File: src/rtl/mem_arbiter_pkg.sv
// Shared types for the single-port RAM arbiter: sequencer states and
// bus-owner codes.
package mem_arbiter_pkg;

  // Sequencer states; ARB_WAIT is only reachable in the wait-state build.
  typedef enum logic [1:0] {
    ARB_IDLE = 2'd0,
    ARB_ADDR = 2'd1,
    ARB_ACC  = 2'd2,
    ARB_WAIT = 2'd3
  } arb_state_t;

  // Which requester owns the RAM cycle currently in flight.
  typedef enum logic {
    OWNER_IF  = 1'b0,
    OWNER_MEM = 1'b1
  } owner_t;

endpackage

File: src/rtl/mem_arbiter.sv
// mem_arbiter: shares one external RAM between instruction fetch and the
// MEM-stage load/store path. Every RAM cycle runs IDLE -> ADDR -> ACC
// (-> WAIT when MEM_ARB_WAIT_STATE_EN is defined). Data accesses have strict
// priority over fetches. A fetch flushed while in flight still completes on
// the RAM pins but produces no if_done and leaves if_data untouched.
//
// Handshake: a requester raises *_req with its address/data and holds them
// until the matching *_done pulse; *_done is high for exactly one cycle, and
// the request seen during that done cycle is treated as the one just served.
//
// Build option: MEM_ARB_WAIT_STATE_EN adds a second strobe cycle (WAIT)
// after ACC; capture and re-arbitration move to the end of WAIT.
module mem_arbiter
  import mem_arbiter_pkg::*;
#(
  parameter int DATA_W = 16,
  parameter int ADDR_W = 16
) (
  input  logic              clk,
  input  logic              rst,
  input  logic              if_req,
  input  logic [ADDR_W-1:0] if_addr,
  input  logic              if_flush,
  output logic [DATA_W-1:0] if_data,
  output logic              if_done,
  input  logic              mem_req,
  input  logic              mem_we,
  input  logic [ADDR_W-1:0] mem_addr,
  input  logic [DATA_W-1:0] mem_wdata,
  output logic [DATA_W-1:0] mem_rdata,
  output logic              mem_done,
  output logic              hold,
  output logic [ADDR_W-1:0] ram_addr,
  output logic [DATA_W-1:0] ram_wdata,
  input  logic [DATA_W-1:0] ram_rdata,
  output logic              ram_en_n,
  output logic              ram_oe_n,
  output logic              ram_we_n,
  output arb_state_t        dbg_state
);

`ifdef MEM_ARB_WAIT_STATE_EN
  localparam arb_state_t LAST_STATE = ARB_WAIT;
`else
  localparam arb_state_t LAST_STATE = ARB_ACC;
`endif

  arb_state_t state_q, state_d;
  owner_t     owner_q;
  logic       own_we_q;
  logic       flushed_q;

  logic       final_cyc;
  logic       arb_point;
  logic       if_live;
  logic       mem_pend;
  logic       if_pend;
  logic       grant;

  // Last strobe cycle of an access: capture point and second arbitration point.
  assign final_cyc = (state_q == LAST_STATE);
  assign arb_point = (state_q == ARB_IDLE) | final_cyc;

  // A request still asserted while its own access is finishing (or in its
  // done cycle) is the one being served, not a new one. A flush in the final
  // cycle retires the old fetch, so the (redirected) fetch is a new request.
  assign if_live  = final_cyc & (owner_q == OWNER_IF) & ~flushed_q & ~if_flush;
  assign mem_pend = mem_req & ~mem_done & ~(final_cyc & (owner_q == OWNER_MEM));
  assign if_pend  = if_req & ~if_done & ~if_live;
  assign grant    = arb_point & (mem_pend | if_pend);

  assign hold      = mem_req & ~mem_done;
  assign dbg_state = state_q;

  // State register.
  always_ff @(posedge clk or negedge rst) begin
    if (!rst) state_q <= ARB_IDLE;
    else      state_q <= state_d;
  end

  // Next state and RAM strobes; strobes decode from state so reset forces them high.
  always_comb begin
    state_d  = state_q;
    ram_en_n = 1'b1;
    ram_oe_n = 1'b1;
    ram_we_n = 1'b1;
    case (state_q)
      ARB_IDLE: begin
        if (grant) state_d = ARB_ADDR;
      end
      ARB_ADDR: begin
        ram_en_n = 1'b0;
        state_d  = ARB_ACC;
      end
      ARB_ACC: begin
        ram_en_n = 1'b0;
        ram_oe_n = own_we_q;
        ram_we_n = ~own_we_q;
`ifdef MEM_ARB_WAIT_STATE_EN
        state_d  = ARB_WAIT;
`else
        state_d  = grant ? ARB_ADDR : ARB_IDLE;
`endif
      end
`ifdef MEM_ARB_WAIT_STATE_EN
      ARB_WAIT: begin
        ram_en_n = 1'b0;
        ram_oe_n = own_we_q;
        ram_we_n = ~own_we_q;
        state_d  = grant ? ARB_ADDR : ARB_IDLE;
      end
`endif
      default: state_d = ARB_IDLE;
    endcase
  end

  // Owner latch and RAM address/data registers, loaded on each grant.
  always_ff @(posedge clk or negedge rst) begin
    if (!rst) begin
      owner_q   <= OWNER_IF;
      own_we_q  <= 1'b0;
      flushed_q <= 1'b0;
      ram_addr  <= '0;
      ram_wdata <= '0;
    end else if (grant) begin
      flushed_q <= 1'b0;
      if (mem_pend) begin
        owner_q   <= OWNER_MEM;
        own_we_q  <= mem_we;
        ram_addr  <= mem_addr;
        ram_wdata <= mem_wdata;
      end else begin
        owner_q   <= OWNER_IF;
        own_we_q  <= 1'b0;
        ram_addr  <= if_addr;
      end
    end else if (if_flush && (owner_q == OWNER_IF) && (state_q != ARB_IDLE)) begin
      flushed_q <= 1'b1;
    end
  end

  // Read capture and one-cycle completion pulses at the end of the last strobe cycle.
  always_ff @(posedge clk or negedge rst) begin
    if (!rst) begin
      if_data   <= '0;
      mem_rdata <= '0;
      if_done   <= 1'b0;
      mem_done  <= 1'b0;
    end else begin
      if_done  <= 1'b0;
      mem_done <= 1'b0;
      if (final_cyc) begin
        if (owner_q == OWNER_MEM) begin
          mem_done <= 1'b1;
          if (!own_we_q) mem_rdata <= ram_rdata;
        end else if (!flushed_q && !if_flush) begin
          if_done <= 1'b1;
          if_data <= ram_rdata;
        end
      end
    end
  end

endmodule

File: config.mk
export PLATFORM = sky130hd
export DESIGN_NAME = mem_arbiter
export DESIGN_NICKNAME = d
export VERILOG_FILES = /design/src/rtl/mem_arbiter_pkg.sv /design/src/rtl/mem_arbiter.sv
export SDC_FILE = /design/constraint.sdc
export NUM_CORES = 1
export LEC_CHECK = 0
export ABC_CLOCK_PERIOD_IN_PS = 3700
export CORE_MARGIN = 2
export CORE_UTILIZATION = 45
export CTS_BUF_LIST = sky130_fd_sc_hd__clkbuf_8
export DETAILED_ROUTE_END_ITERATION = 8
export GPL_ROUTABILITY_DRIVEN = 0
export PLACE_DENSITY = 0.87
export SKIP_CTS_REPAIR_TIMING = 1
export SLEW_MARGIN = 20
export SYNTH_ARGS = -nofsm -noshare
export SYNTH_HDL_FRONTEND = slang
export SYNTH_SLANG_ARGS = --single-unit
File: constraint.sdc
create_clock -name clk -period 3.7 [get_ports clk]
set_input_delay 0.74 -clock clk [delete_from_list [all_inputs] [get_ports clk]]
set_output_delay 0.74 -clock clk [all_outputs]
set_load 0.03 [all_outputs]
==> flow_metrics.tcl, run 1 <==
set metrics [dict create \
    ios 142 \
    rrSetupSlack_ns 1.36 \
    die_area_um2 7300 \
    cp-end-kind "output port" \
    drc 0 \
    ys_top_cells_by_count "dfrtp_1 (71), mux2_2 (49), mux2i_1 (17), nand3_1 (17), o21ai_2 (10)" \
    cts_buffers 9 \
    ys_types 25 \
    dp_hpwl_um 5250 \
    drt_iter0_markers 68 \
    fp.dieW_um 85.4 \
    final_util 0.716 \
    hold_violations 0 \
    crit_path_start_kind "input port" \
    cts_tree "built" \
    portBuffers 141 \
    vias 2230 \
    diodes 0 \
    min_path_type "in2async" \
    clock_path_buffers 2 \
    n_fill_cell 471 \
    grt_overflow 0 \
    crit_required_ns 2.96 \
    synth_top_family_by_area "multiplexers" \
    pre_cts_ws_ns 0.805 \
    dr_wl_met3_um 611 \
    critical_path_class "in2out" \
    fin_setup_tns_ns 0 \
    maxSlewHeadroom 0.338 \
    p_leak_nw 1.98 \
    ys_ff_latch 71 \
    fin_hold_ws_ns 0.505 \
    netlist_instances 211 \
    worst_pin_slew_ns 0.993 \
    final_nets 427 \
    ys_seq_area_frac 0.595 \
    design_power_total_mw 4.42 \
    start_util 0.467 \
    grt_pass1_vias 2371 \
    synth.most_common_cell "dfrtp_1" \
    top_layer_used "met4" \
    wl_per_cell_um 16.4 \
    mappedNetlistArea_um2 2980 \
    antenna_left 0 \
    first_pass_iters 4 \
    finalWorstSetupSlack_ns 0.812 \
    r2r_end "ram_addr[1]" \
    grt_max_degree 72 \
    maxSlewViolCount 0 \
    synth_edf_count 0 \
    grt_pass1_wl_um 11500 \
    synth_ff_type "dfrtp_1" \
    synth_compound_area_frac 0.0499 \
    grtUsageTotal 0.204 \
    synth.avg_cell_area_um2 14.1 \
    synth.area.top_cells "dfrtp_1 (60%), mux2_2 (18%), mux2i_1 (5.7%)" \
    die_height_um 85.4 \
    synth_mux_area_frac 0.242 \
    yosysTopAreaCell "dfrtp_1" \
    synth-simple-area-share 0.0667 \
    outcome "finished, final reports clean" \
    core_um2 6390 \
    std_cell_rows 29 \
    period_needed_ns 2.89 \
    synth-warning-count 0 \
    drt-total-wl_um 7100 \
    ys_async_sr_fraction 1.00 \
    path_clk_slew_ns 0.07 \
    synthAdderAreaFrac 0.0168 \
    wl_met2_um 3640 \
    antenna_found_initial 0 \
    drive_gt1_frac 0.211 \
    timing.final.crit_share 0.781 \
    finalSetupViolations 0 \
    rr_worst_depth 6 \
    vias_per_cell 5.15 \
    rsz0062_at_grt "no" \
    layout-area-overhead-vs-synth_pct 53.2 \
    r2r_start "dbg_state[0]" \
    insertion_delay_ns 0.34 \
    syn-num-nets 285 \
    skew_ns 0.00833 \
    cts_root_buf "clkbuf_8" \
    cp_max_fo 4 \
    yosys.area.top_type_share 0.595 \
    crit_arrival_ns 2.15 \
    irDropWorstVdd_mv 0.603 \
    synth_xor_area_frac 0 \
    p_per_area_nw_per_um2 966 \
    fmax_mhz 346 \
    cts.sinks 71 \
    cap_violations 0 \
    htree_levels 3 \
    m1WireLength_um 2680 \
]
worst max-delay path, cell delays in order:
cell             delay (ns)
clkdlybuf4s50_1        0.44
nor2b_1                0.24
clkdlybuf4s50_1        0.72
flip-flops by register name (all words and copies together), names as in the netlist:
register	count
own_we_q	1
if_done	1
ram_addr	16
mem_rdata	16
ram_wdata	16
mem_done	1
if_data	16
flushed_q	1
dbg_state	2
owner_q	1
metal layers:
layer	vias up	global-route usage
li1	1024	-
met1	1103	0.234
met2	88	0.339
met3	15	0.0768
met4	0	0.0909
met5	-	0
stage by stage:
stage / instances / cell area, µm²
after detailed placement: 419 / 4430
after global placement: 419 / 4430
after global routing: 433 / 4570
final: 433 / 4570
after floorplan: 211 / 2980
after CTS: 433 / 4570
layout by cell type (no fill, tap or decap):
cell	count
a21oi_1	1
a22o_1	1
and2_1	1
and2_4	1
buf_4	3
clkbuf_8	9
clkdlybuf4s50_1	140
clkinv_2	2
dfrtp_1	71
ha_1	4
inv_1	6
mux2_2	49
mux2i_1	17
nand2_1	3
nand2b_1	4
nand3_1	17
nor2_1	2
nor2b_1	4
nor4b_4	1
o21a_1	1
o21ai_0	7
o21ai_1	1
o21ai_2	10
or3_1	1
power breakdown:
group	internal (mW)	switching, mW
logic	1.16	1.39
clock network	0.226	0.267
registers	1.17	0.211
total	2.55	1.86
worst max-delay path by stage:
| stage | cells past startpoint | end | start |
|---|---|---|---|
| 2_1_floorplan | 5 | ram_wdata[10] | mem_req |
| 3_3_place_gp | 3 | hold | mem_req |
| 3_5_place_dp | 3 | hold | mem_req |
| 4_1_cts | 3 | hold | mem_req |
| 5_1_grt | 3 | hold | mem_req |
| 6_report | 3 | hold | mem_req |
area by class of cell:
class                      count  area [µm²]  share of cell area
clock buffer                   9         124              0.0271
multi-input combinational    125        1120               0.245
sequential                    71        1780               0.389
timing repair buffer         143        1420               0.311
clock inverter                 5        21.3             0.00465
tap                           77        96.3              0.0211
inverter                       3        11.3             0.00246
kinds of logic (layout without fill, tap and decap cells):
| logic type | count (synthesis) | after routing |
|---|---|---|
| DFF | 71 | 71 |
| buffers and inverters | 15 | 160 |
| and+or+nand+nor | 34 | 34 |
| AOI/OAI and AO/OA | 21 | 21 |
| muxes | 66 | 66 |
| adders and majority gates | 4 | 4 |
Power figures use the tool's default switching activity.
==> inputs of run 2 (changes only) <==
Settings changed: ABC_CLOCK_PERIOD_IN_PS 3700 to 2500, CORE_UTILIZATION 45 to 38, PLACE_DENSITY 0.87 to 0.78.
Clock period 3.7 ns to 2.5 ns, I/O delays scaled along.
==> flow_metrics.tcl, run 2 (synthesis gave the netlist of run 1 again) <==
set metrics [dict create \
    outcome "finished, final reports clean" \
    fmax_mhz 418 \
    path_clk_slew_ns 0.07 \
    final_nets 432 \
    std_cell_rows 32 \
    grt_max_degree 72 \
    r2r_start "dbg_state[0]" \
    grtUsageTotal 0.171 \
    critical_path_class "reg2out" \
    drive_gt1_frac 0.235 \
    clkPwrFrac 0.142 \
    diodes 0 \
    cts_buffers 9 \
    ios 142 \
    p_leak_nw 2.02 \
    crit_buf_inv 2 \
    insertion_delay_ns 0.33 \
    cp-startpoint "dbg_state[0]" \
    final_common_cell "clkdlybuf4s50_1" \
    antenna_left 0 \
    first_pass_iters 4 \
    die_height_um 92.6 \
    n_fill_cell 627 \
    grt_pass1_vias 2389 \
    crit_required_ns 2.00 \
    crit_path_start_kind "flop" \
    max_stage_delay_ns 0.68 \
    hold_violations 0 \
    portBuffers 141 \
    layout_common_cells "clkdlybuf4s50_1 (139), dfrtp_1 (71), mux2_2 (49), mux2i_1 (17), nand3_1 (17)" \
    fp.dieW_um 92.6 \
    vias 2203 \
    cp-end-kind "output port" \
    crit_arrival_ns 1.89 \
    placed_cells 449 \
    cpMaxStageDelayCell "clkdlybuf4s50_1" \
    rrSetupSlack_ns 0.43 \
    r2r_end "dbg_state[0]" \
    skew_ns 0.00458 \
    p_seq_frac 0.298 \
    die_area_um2 8580 \
    maxSlewViolCount 0 \
    cpLargestDelayFamily "buffers and inverters" \
    maxSlewHeadroom 0.419 \
    drt_iter0_markers 32 \
    vias_per_cell 4.75 \
    intPower_mw 4.02 \
    path_cells "inv_1 > ha_1 > nand2_1 > clkdlybuf4s50_1" \
    cap_violations 0 \
    min_path_type "in2async" \
    antenna_found_initial 0 \
    start_util 0.390 \
    finalNonFillerCells 464 \
    worst_pin_slew_ns 0.871 \
    dp_hpwl_um 5200 \
    timing.final.crit_share 0.956 \
    cp_max_fo 7 \
    cp.depth 4 \
    grt_overflow 0 \
    rsz0062_at_grt "no" \
    clock_path_buffers 2 \
    grt_pass1_wl_um 11400 \
    p_per_area_nw_per_um2 1440 \
    htree_levels 3 \
    irDropWorstVdd_mv 0.739 \
    drt-total-wl_um 7020 \
    drc 0 \
    rr_worst_depth 6 \
    cts_root_buf "clkbuf_8" \
    cts_tree "built" \
    fin_setup_tns_ns 0 \
    cts.sinks 71 \
    switching_share 0.408 \
    core_um2 7650 \
    wl_per_cell_um 15.1 \
    crit_path_end "ram_we_n" \
    power_switching_mw 2.78 \
    pwr-share-comb 0.560 \
    period_needed_ns 2.39 \
    finalSetupViolations 0 \
    layout-area-overhead-vs-synth_pct 57.9 \
]
## run 2: changes by cell type in the layout (fill, tap and decap cells not counted), sizes merged
cell	previous run	this run
buf	3	8
bufinv	0	2
clkdlybuf4s50	140	139
clkinv	2	3
clkinvlp	0	1
dlymetal6s2s	0	1
inv	6	3
## run 2: final cells by class
type | count | area, µm² | area share
multi-input cells | 125 | 1120 | 0.238
clock buffers | 9 | 124 | 0.0263
repair buffers | 148 | 1460 | 0.311
flip-flops and latches | 71 | 1780 | 0.377
well taps | 102 | 128 | 0.0271
inverters | 3 | 11.3 | 0.00239
clock inverters | 6 | 86.3 | 0.0183
## run 2: power by group through the flow
stage	sequential [mW]	combinational, mW	clock [mW]
finish	2.02	3.81	0.966
global route	2.10	4.03	1.05
CTS	2.03	3.85	0.996
detailed placement	2.05	3.84	0
floorplan	3.12	1.25	0
global placement	2.02	3.78	0
## run 2: worst min-delay path by stage
stage / start / slack (ns) / depth (start not counted) / end
2_1_floorplan: rst / 0.20 / 0 / dbg_state[0]
3_3_place_gp: ram_addr[4] / 0.48 / 2 / ram_addr[4]
3_5_place_dp: ram_addr[0] / 0.49 / 2 / ram_addr[0]
4_1_cts: rst / 0.31 / 1 / ram_wdata[0]
5_1_grt: rst / 0.35 / 1 / ram_wdata[0]
6_report: rst / 0.29 / 1 / ram_wdata[0]
## run 2: metal layers
metal | GRT usage | part of all wire
met1 | 0.185 | 0.38
met2 | 0.313 | 0.55
met3 | 0.0521 | 0.060
met4 | 0.0662 | 0.017
met5 | 0 | 0
## run 2: per-stage QoR
step                utilization  cell area, µm²  setup slack, ns  hold slack, ns  total power [mW]
finish                    0.616            4710            0.110           0.291              6.80
global route              0.616            4710           0.0244           0.347              7.18
CTS                       0.616            4710           0.0761           0.313              6.88
detailed placement        0.588            4500            0.158           0.492              5.90
global placement          0.588            4500            0.211           0.482              5.80
floorplan                     -            2980            0.293           0.204              4.37
==> inputs of run 3 (changes only) <==
Settings changed: RECOVER_POWER set to 100.
==> flow_metrics.tcl, run 3 (synthesis gave the netlist of run 1 again) <==
set metrics [dict create \
    critical_path_class "reg2out" \
    insertion_delay_ns 0.33 \
    start_util 0.390 \
    switching_share 0.417 \
    core_um2 7650 \
    design_power_total_mw 6.45 \
    layout-area-overhead-vs-synth_pct 55.7 \
    first_pass_iters 3 \
    finalNonFillerCells 464 \
    die_area_um2 8580 \
    final_nets 432 \
    grtUsageTotal 0.171 \
    grt_pass1_vias 2389 \
    seq_area_um2 1780 \
    multi_input_comb_area_um2 1070 \
    crit_path_start_kind "flop" \
    cts.sinks 71 \
    cp_max_fo 7 \
    intPower_mw 3.76 \
    grt_max_degree 72 \
    path_clk_slew_ns 0.07 \
    clkPwrFrac 0.150 \
    htree_levels 3 \
    skew_ns 0.00486 \
    n_fill_cell 646 \
    maxSlewHeadroom -0.167 \
    cts_tree "built" \
    dp_hpwl_um 5200 \
    diodes 0 \
    rsz0062_at_grt "no" \
    final_util 0.608 \
    ios 142 \
    finalSetupViolations 0 \
    timing.final.crit_share 0.952 \
    wl_per_cell_um 15.1 \
    worst_pin_slew_ns 1.75 \
    outcome "finished, violations left" \
    p_seq_frac 0.308 \
    drc 0 \
    irDropWorstVdd_mv 0.709 \
    cp-end-kind "output port" \
    hold_violations 0 \
    drt-total-wl_um 6990 \
    cts_root_buf "clkbuf_8" \
    std_cell_rows 32 \
    fmax_mhz 420 \
    layout_common_cells "dfrtp_1 (71), clkdlybuf4s50_1 (70), dlygate4sd3_1 (69), mux2_2 (49)" \
    power_switching_mw 2.69 \
    violations "capacitance limit, slew limit" \
    portBuffers 141 \
    cts_buffers 9 \
    fp.dieW_um 92.6 \
    final_common_cell "dfrtp_1" \
    crit_arrival_ns 1.88 \
    period_needed_ns 2.38 \
    grt_overflow 0 \
    min_path_type "reg2reg" \
    pwr-share-comb 0.542 \
    die_height_um 92.6 \
    fin_setup_tns_ns 0 \
    vias_per_cell 4.76 \
    p_per_area_nw_per_um2 1390 \
    crit_required_ns 2.00 \
    cap_violations 1 \
    drive_gt1_frac 0.207 \
    drt_iter0_markers 60 \
    maxSlewViolCount 72 \
    p_leak_nw 2.05 \
    clock_path_buffers 2 \
    grt_pass1_wl_um 11400 \
    vias 2208 \
    antenna_left 0 \
    antenna_found_initial 0 \
    placed_cells 449 \
]
-- run 3: cell types whose count changed in the layout (fill, tap and decap cells not counted), moves of 3 or more --
cell	previous run	this run
dlygate4sd3_1	0	69
o21ai_2	11	2
buf_4	8	5
clkdlybuf4s50_1	139	70
clkbuf_2	0	3
o21ai_0	7	16
-- run 3: area by class of cell --
type | count | area share
Inverter | 3 | 0.00242
Tap cell | 102 | 0.0275
Timing Repair Buffer | 148 | 0.312
Sequential cell | 71 | 0.382
Clock buffer | 9 | 0.0267
Multi-Input combinational cell | 125 | 0.231
Clock inverter | 6 | 0.0186
-- run 3: layer usage --
metal	vias to the layer above	track usage	routed length (µm)
met5	-	0	0
met4	0	0.0662	112
met3	10	0.0521	409
met2	65	0.313	3800
met1	1097	0.185	2660
li1	1036	-	-
-- run 3: worst max-delay path, stage by stage, from the launching register on --
cell             delay [ns]
dfrtp_1                0.42
inv_1                  0.08
ha_1                   0.28
nand2_1                0.08
clkdlybuf4s50_1        0.68
-- run 3: metrics by stage --
stage | hold WS (ns) | setup WS [ns] | area, µm²
after global routing | 0.516 | 0.0415 | 4650
after floorplan | 0.204 | 0.293 | 2980
after detailed placement | 0.492 | 0.158 | 4500
after CTS | 0.313 | 0.0761 | 4710
final | 0.497 | 0.119 | 4650
after global placement | 0.482 | 0.211 | 4500
-- run 3: worst paths after layout --
| path | cells past startpoint | start | to | slack, ns |
|---|---|---|---|---|
| worst max-delay path | 4 | dbg_state[0] | ram_we_n | 0.12 |
| worst min-delay path | 2 | ram_addr[3] | ram_addr[3] | 0.50 |
| worst max register to register | 6 | dbg_state[0] | ram_addr[7] | 0.38 |
| worst min register to register | 2 | ram_addr[3] | ram_addr[3] | 0.50 |
| max in group asynchronous | 1 | rst | ram_addr[7] | 0.84 |
| min in group asynchronous | 1 | rst | ram_wdata[0] | 0.63 |
-- run 3: power groups by stage --
stage          Combinational [mW]  Clock [mW]  Sequential, mW
4_1_cts                      3.85       0.996            2.03
2_1_floorplan                1.25           0            3.12
6_report                     3.49       0.965            1.99
3_5_place_dp                 3.84           0            2.05
5_1_grt                      3.72        1.05            2.07
3_3_place_gp                 3.78           0            2.02
